## config.mk

```make
export PLATFORM = sky130hd
export DESIGN_NAME = adc_avg_reg
export DESIGN_NICKNAME = d
export VERILOG_FILES = /design/src/rtl/adc_pkg.sv /design/src/rtl/adc_avg_channel.sv /design/src/rtl/adc_avg_reg.sv
export SDC_FILE = /design/constraint.sdc
export NUM_CORES = 1
export LEC_CHECK = 0
export ABC_AREA = 0
export CAP_MARGIN = 20
export CORE_MARGIN = 1
export CORE_UTILIZATION = 35
export CTS_CLUSTER_SIZE = 14
export DETAILED_ROUTE_END_ITERATION = 10
export REMOVE_ABC_BUFFERS = 1
export SYNTH_ARGS = -nofsm -noshare
export SYNTH_HDL_FRONTEND = slang
export SYNTH_SLANG_ARGS = --single-unit
```

## constraint.sdc

```tcl
create_clock -name clk -period 4.4 [get_ports clk]
set_input_delay 0.88 -clock clk [delete_from_list [all_inputs] [get_ports clk]]
set_output_delay 0.88 -clock clk [all_outputs]
set_load 0.1 [all_outputs]
```

## src/rtl/adc_pkg.sv

```systemverilog
// Shared constants and helpers for the ADC averaging register.
// Build option: define ADC_AVG_ROUND_EN to round-half-up the averaged result
// (with saturation) instead of truncating it.
package adc_pkg;

  localparam int ADC_R       = 12;
  localparam int ADC_W       = 8;
  localparam int ADC_CH      = 4;
  localparam int ADC_LOG_AVG = 2;

  // Ceiling log2 for elaboration-time sizing; returns 0 for n <= 1.
  function automatic int clog2(input int n);
    int r;
    int v;
    r = 0;
    v = 1;
    while (v < n) begin
      v = v * 2;
      r = r + 1;
    end
    return r;
  endfunction

  // Channel-select width: never narrower than one bit.
  function automatic int chw_of(input int ch);
    return (clog2(ch) < 1) ? 1 : clog2(ch);
  endfunction

endpackage

```

## src/rtl/adc_avg_channel.sv

```systemverilog
// One averaging channel: accumulates 2^LOG_AVG samples, then loads the
// width-reduced block sum into its output register and pulses valid.
// Build option: ADC_AVG_ROUND_EN selects round-half-up with saturation.
module adc_avg_channel #(
  parameter int R       = 12,
  parameter int W       = 8,
  parameter int LOG_AVG = 2
) (
  input  logic         clk,
  input  logic         rst,
  input  logic         clr,
  input  logic         en,
  input  logic [R-1:0] a,
  output logic [W-1:0] y,
  output logic         valid
);

  localparam int AW = R + LOG_AVG;
  localparam int S  = AW - W;

  logic [AW-1:0] acc_reg;
  logic [AW-1:0] sum;
  logic [W-1:0]  y_reg;
  logic          valid_reg;
  logic          last;
  logic [W-1:0]  result;

  // The accumulator is wide enough for a full block of max-scale samples.
  assign sum = acc_reg + AW'(a);

  generate
    if (LOG_AVG > 0) begin : g_cnt
      logic [LOG_AVG-1:0] cnt_reg;

      assign last = &cnt_reg;

      // Sample counter; wraps to zero on the completing strobe.
      always_ff @(posedge clk or posedge rst) begin
        if (rst) begin
          cnt_reg <= '0;
        end else if (clr) begin
          cnt_reg <= '0;
        end else if (en) begin
          cnt_reg <= cnt_reg + LOG_AVG'(1);
        end
      end
    end else begin : g_nocnt
      // Without averaging every strobe completes a block.
      assign last = 1'b1;
    end
  endgenerate

`ifdef ADC_AVG_ROUND_EN
  generate
    if (S == 0) begin : g_rnd_none
      assign result = W'(sum);
    end else begin : g_rnd
      logic [AW:0] rsum;
      logic [AW:0] rshift;

      // Add half an output LSB, then clamp the single possible carry-out.
      assign rsum   = {1'b0, sum} + ((AW + 1)'(1) << (S - 1));
      assign rshift = rsum >> S;
      assign result = (rshift > (AW + 1)'((1 << W) - 1)) ? {W{1'b1}} : W'(rshift);
    end
  endgenerate
`else
  assign result = W'(sum >> S);
`endif

  // Accumulate, or on the last sample of a block publish the result.
  always_ff @(posedge clk or posedge rst) begin
    if (rst) begin
      acc_reg   <= '0;
      y_reg     <= '0;
      valid_reg <= 1'b0;
    end else if (clr) begin
      acc_reg   <= '0;
      valid_reg <= 1'b0;
    end else if (en) begin
      if (last) begin
        y_reg     <= result;
        acc_reg   <= '0;
        valid_reg <= 1'b1;
      end else begin
        acc_reg   <= sum;
        valid_reg <= 1'b0;
      end
    end else begin
      valid_reg <= 1'b0;
    end
  end

  assign y     = y_reg;
  assign valid = valid_reg;

endmodule

```

## src/rtl/adc_avg_reg.sv

```systemverilog
// Multi-channel ADC sample register with per-channel block averaging.
// The top level only decodes the strobe to a channel; all state lives in
// adc_avg_channel. Build option: ADC_AVG_ROUND_EN (rounded result).
module adc_avg_reg
  import adc_pkg::*;
#(
  parameter int R       = ADC_R,
  parameter int W       = ADC_W,
  parameter int CH      = ADC_CH,
  parameter int LOG_AVG = ADC_LOG_AVG,
  localparam int CHW    = chw_of(CH)
) (
  input  logic            clk,
  input  logic            rst,
  input  logic            sample_en,
  input  logic [CHW-1:0]  sample_ch,
  input  logic [R-1:0]    A,
  input  logic            clr,
  output logic [CH*W-1:0] Y,
  output logic [CH-1:0]   valid
);

  genvar gi;
  generate
    for (gi = 0; gi < CH; gi++) begin : g_ch
      logic hit;

      // Out-of-range channel numbers match no instance and are dropped.
      assign hit = sample_en && (sample_ch == CHW'(gi)) && !clr;

      adc_avg_channel #(
        .R       (R),
        .W       (W),
        .LOG_AVG (LOG_AVG)
      ) u_channel (
        .clk   (clk),
        .rst   (rst),
        .clr   (clr),
        .en    (hit),
        .a     (A),
        .y     (Y[gi*W +: W]),
        .valid (valid[gi])
      );
    end
  endgenerate

endmodule
```

## After elaboration in Yosys (flattened, before gate mapping)

Index checks and enable logic that the tools add are counted.

- Input port bits: 18
- Output and inout bits: 36
- Register bits after elaboration: 100
- Word-level logic and storage cells: 82

- Reduce and logical (&&, ||, !) cells: 22
- Bitwise gates (word level): 1
- Multiplexer cells: 32
- Eq/ne operators: 3
- Add/sub/neg operators: 8

Operators with widths:

| cell | count |
|---|---|
| $mux 14 | 12 |
| $add 14x12->14 | 4 |
| $mux 2 | 8 |
| $reduce_and 4->1 | 4 |
| $mux 1 | 12 |
| $add 2x1->2 const B | 4 |
| $logic_and 1x1->1 | 8 |
| $reduce_and 2->1 | 4 |
| $reduce_bool 2->1 | 4 |
| $eq 2x2->1 const B | 2 |
| $eq 2x1->1 const B | 1 |
| $logic_not 2->1 | 1 |
| $logic_not 1->1 | 1 |
| $not 1->1 | 1 |

## Depth between registers and ports, before layout

- Depth in word-level cells: 5
- Mapped depth: 8
- Mapped depth without buffers: 8

## Cells and area by module

Synthesis repeated with hierarchy kept, for this count alone.

- Cells, all modules: 649
- Area, all modules: 6367.4 um^2

By module, submodules not included:

| module | sequential area each (um^2) | area each (um^2) | instances | cells an instance |
|---|---|---|---|---|
| adc_avg_channel at g_ch[0].u_channel ... | 625.6 | 1599.0 | 3 | 166 |
| adc_avg_channel at g_ch[3].u_channel | 625.6 | 1520.2 | 1 | 147 |
| adc_avg_reg | 0.0 | 50.0 | 1 | 4 |

## Worst setup path before layout

OpenSTA, ideal clock, no wires.

- Path kind: input port to flip-flop
- Start point: in A[0]
- End point: reg g_ch[2].u_channel.y_reg[4]
- Buffers on the path: 0
- Slack: 1.716 ns
- Stages: 8
- Arrival: 2.559 ns
- Library setup time: 0.125 ns
- Data required time: 4.275 ns
- Cells stage by stage: ha_1 fa_1 a21oi_1 o211ai_1 a31oi_1 o21bai_1 xor2_1 mux2_2

- Word-level cells in the longest chain between the ends: 1

Ends and longest elaborated chain:

| what | RTL line | source |
|---|---|---|
| start, declared | adc_avg_reg.sv:17 | `input logic [R-1:0] A,` |
| $add 14x12->14 | adc_avg_channel.sv:29 | `assign sum = acc_reg + AW'(a);` |
| end signal, assigned | adc_avg_channel.sv:82 | `y_reg <= result;` |
| end, declared | adc_avg_channel.sv:23 | `logic [W-1:0] y_reg;` |

Every way passes these cells.
A chain may end at the register's enable or synchronous reset.

## Final worst setup path

- Start point: in A[1]
- End point: reg g_ch[2].u_channel.y_reg[4]

Same word-level chain as after synthesis.

==> flow_metrics.tcl <==
set metrics [dict create \
    finalSetupViolations 0 \
    yosys_warnings 0 \
    drc_errors 0 \
    place_congestion 0.8896 \
    first_pass_iters 4 \
    outcome "complete, no violations" \
    clock-sinks 100 \
    critical_path_class "input port to flip-flop" \
    clock_skew_ps 9.055 \
    finalSetupTns_ps 0 \
    stdcell_area_sq_um 7264 \
    endpoint_kind "flip-flop" \
    cap_violations 0 \
    hold_path_startpoint "g_ch[0].u_channel.y[7]$_DFFE_PP0P_" \
    antenna_found_initial 0 \
    dp_hpwl_mm 10.16 \
    fillCellCount 1623 \
    grt_overflow 0 \
    first_iter_violations 156 \
    critPathMaxStageDelay_ps 680 \
    slew_violations 0 \
    mostFrequentLayoutCells "dfrtp_1 (100), clkdlybuf4s50_1 (53), ha_1 (52)" \
    p_per_area_nw_per_um2 309.3 \
    ir_drop_v 0.0001874 \
    clock_path_buffers 2 \
    synth-edff-count 0 \
    diodes 0 \
    die_x_um 134.2 \
    nNetsFinal 712 \
    crit_start "A[1]" \
    grt_pass1_wl_mm 23.83 \
    cts_tree "built" \
    cts_resized 0 \
    post_cts_buffers 0 \
    initial_core_util_pct 36.34 \
    core_sq_um 16820 \
    synth_ff_type "dfrtp_1" \
    num_io_pins 54 \
    rsz0062_at_grt "false" \
    syn_avg_cell_area_sq_um 10.56 \
    rr_startpoint "g_ch[2].u_channel.acc_reg[0]$_DFFE_PP0P_" \
    layout_commonest_cell "dfrtp_1" \
    cp.arrival_ps 3440 \
    dr_total_vias 4595 \
    wl_met2_mm 6.552 \
    finalCriticalPeriod_ps 3199 \
    drt_wl_total_mm 14.23 \
    slew-limit-headroom_pct 34.65 \
    dpl-instance-area_sq_um 6913 \
    cp_data_required_time_ps 4650 \
    ant_nets 0 \
    ys_ff_latch 100 \
    top_layer_used "met4" \
    postCtsHoldBufs 0 \
    period_share_pct 72.70 \
    ys_seq_area_share_pct 40.94 \
    finalHoldViolations 0 \
    dieHeight_um 134.2 \
    cts_root_buf "clkbuf_16" \
    dp_cells 847 \
    dr_wl_met3_um 721 \
    path_cells "clkdlybuf4s50_1 -> fa_1 -> a21oi_1 -> o211ai_1 -> a31oi_1 -> o21bai_1 -> xor2_1 -> mux2_2" \
    die-area_sq_um 18000 \
    rows 47 \
    worstSetupStartpointType "input port" \
    async_reset_ff_share_pct 100.0 \
    syn_inst 579 \
    synth_top_area_cell "dfrtp_1" \
    grt_pass1_vias 4684 \
    insertion_delay_ps 360 \
    path_clk_slew_ps 70 \
    synthTopCellsByArea "dfrtp_1 (41%), ha_1 (11%), a22o_1 (5.9%)" \
    synth_area_sq_um 6112 \
    h-tree-depth 3 \
    largest_reg_flops 56 \
    drive_gt1_share_pct 11.66 \
    slowest_stage "clkdlybuf4s50_1" \
    area_growth_pct 18.85 \
    portBuffers 53 \
    fmax_mhz 312.6 \
    p_leak_uw 0.003457 \
    cts_buffers 9 \
    routedWlPerCell_um 16.49 \
    worstMarginPinSlew_ps 977.1 \
    stdcell_count 863 \
    grtUsageTotal_pct 16.99 \
    yosysTopAreaCellShare_pct 40.94 \
    viasPerCell 5.324 \
    grt_max_degree 68 \
    path_max_fanout 8 \
    holdWs_ps 484.5 \
    yosysUniqueCellTypes 58 \
    wirelength_met1_mm 6.729 \
    hold_class "flip-flop to flip-flop" \
]
-- critical path: cells and delay by family --
kind | cells | cell delay (ps)
mux | 1 | 270
fa+ha+maj | 1 | 600
compound gates | 4 | 850
buf+inv | 1 | 680
xor+xnor | 1 | 170
-- Yosys cell counts, types with 7 or more instances --
library cell / number
nand2_1: 40
o21ai_1: 8
a21oi_2: 7
a21o_1: 26
mux2_2: 20
dfrtp_1: 100
o21ai_0: 30
a22o_1: 41
ha_1: 52
a21oi_1: 35
xor2_1: 20
nor2_1: 38
xnor2_1: 25
inv_1: 12
nand4_1: 7
-- where the power goes --
part,switching [uW],internal (uW)
Combinational,212,139
Sequential,14.7,941
Clock,354,586
Total,580,1670
-- routing by layer --
layer	vias to the layer above	global-route usage [%]
li1	2274	-
met1	2224	22.32
met5	-	0
met3	16	4.006
met4	0	5.993
met2	81	27.32
-- layout make-up --
cell class	count	area [sq um]	area share (%)
Inverter	16	62.56	0.8612
Tap cell	220	275.3	3.789
Clock buffer	12	256.5	3.531
Multi-Input combinational cell	449	3475	47.83
Sequential cell	100	2502	34.45
Clock inverter	4	95.09	1.309
Timing Repair Buffer	62	598.1	8.233
-- path summary, 6_finish.rpt --
| kind | slack, ps | end | cells past startpoint |
|---|---|---|---|
| worst max register to register | 1960 | g_ch[2].u_channel.y[4]$_DFFE_PP0P_ | 8 |
| worst min register to register | 480 | g_ch[0].u_channel.y[7]$_DFFE_PP0P_ | 2 |
| worst min-delay path | 480 | g_ch[0].u_channel.y[7]$_DFFE_PP0P_ | 2 |
| worst max-delay path | 1200 | g_ch[2].u_channel.y[4]$_DFFE_PP0P_ | 8 |
| min in group asynchronous | 1050 | g_ch[1].u_channel.y[4]$_DFFE_PP0P_ | 2 |
| max in group asynchronous | 2570 | g_ch[2].u_channel.acc_reg[10]$_DFFE_PP0P_ | 3 |
-- logic make-up after synthesis --
group	Yosys count	share of synthesized area, %
adders and majority gates	56	11.95
and+or+nand+nor	121	9.765
buffers and inverters	30	2.211
AOI/OAI and AO/OA	201	24.01
DFF	100	40.94
xor gates and xnor gates	45	6.448
muxes	26	4.667
-- metrics by stage --
step	power, uW	setup WS, ps	utilization (%)
after floorplan	1220	901.2	-
after global placement	1314	886.9	41.10
after detailed placement	1324	862.0	41.10
after CTS	2280	1229	43.19
after global routing	2351	990.2	43.19
final	2247	1201	43.19
Power figures use the tool's default switching activity.
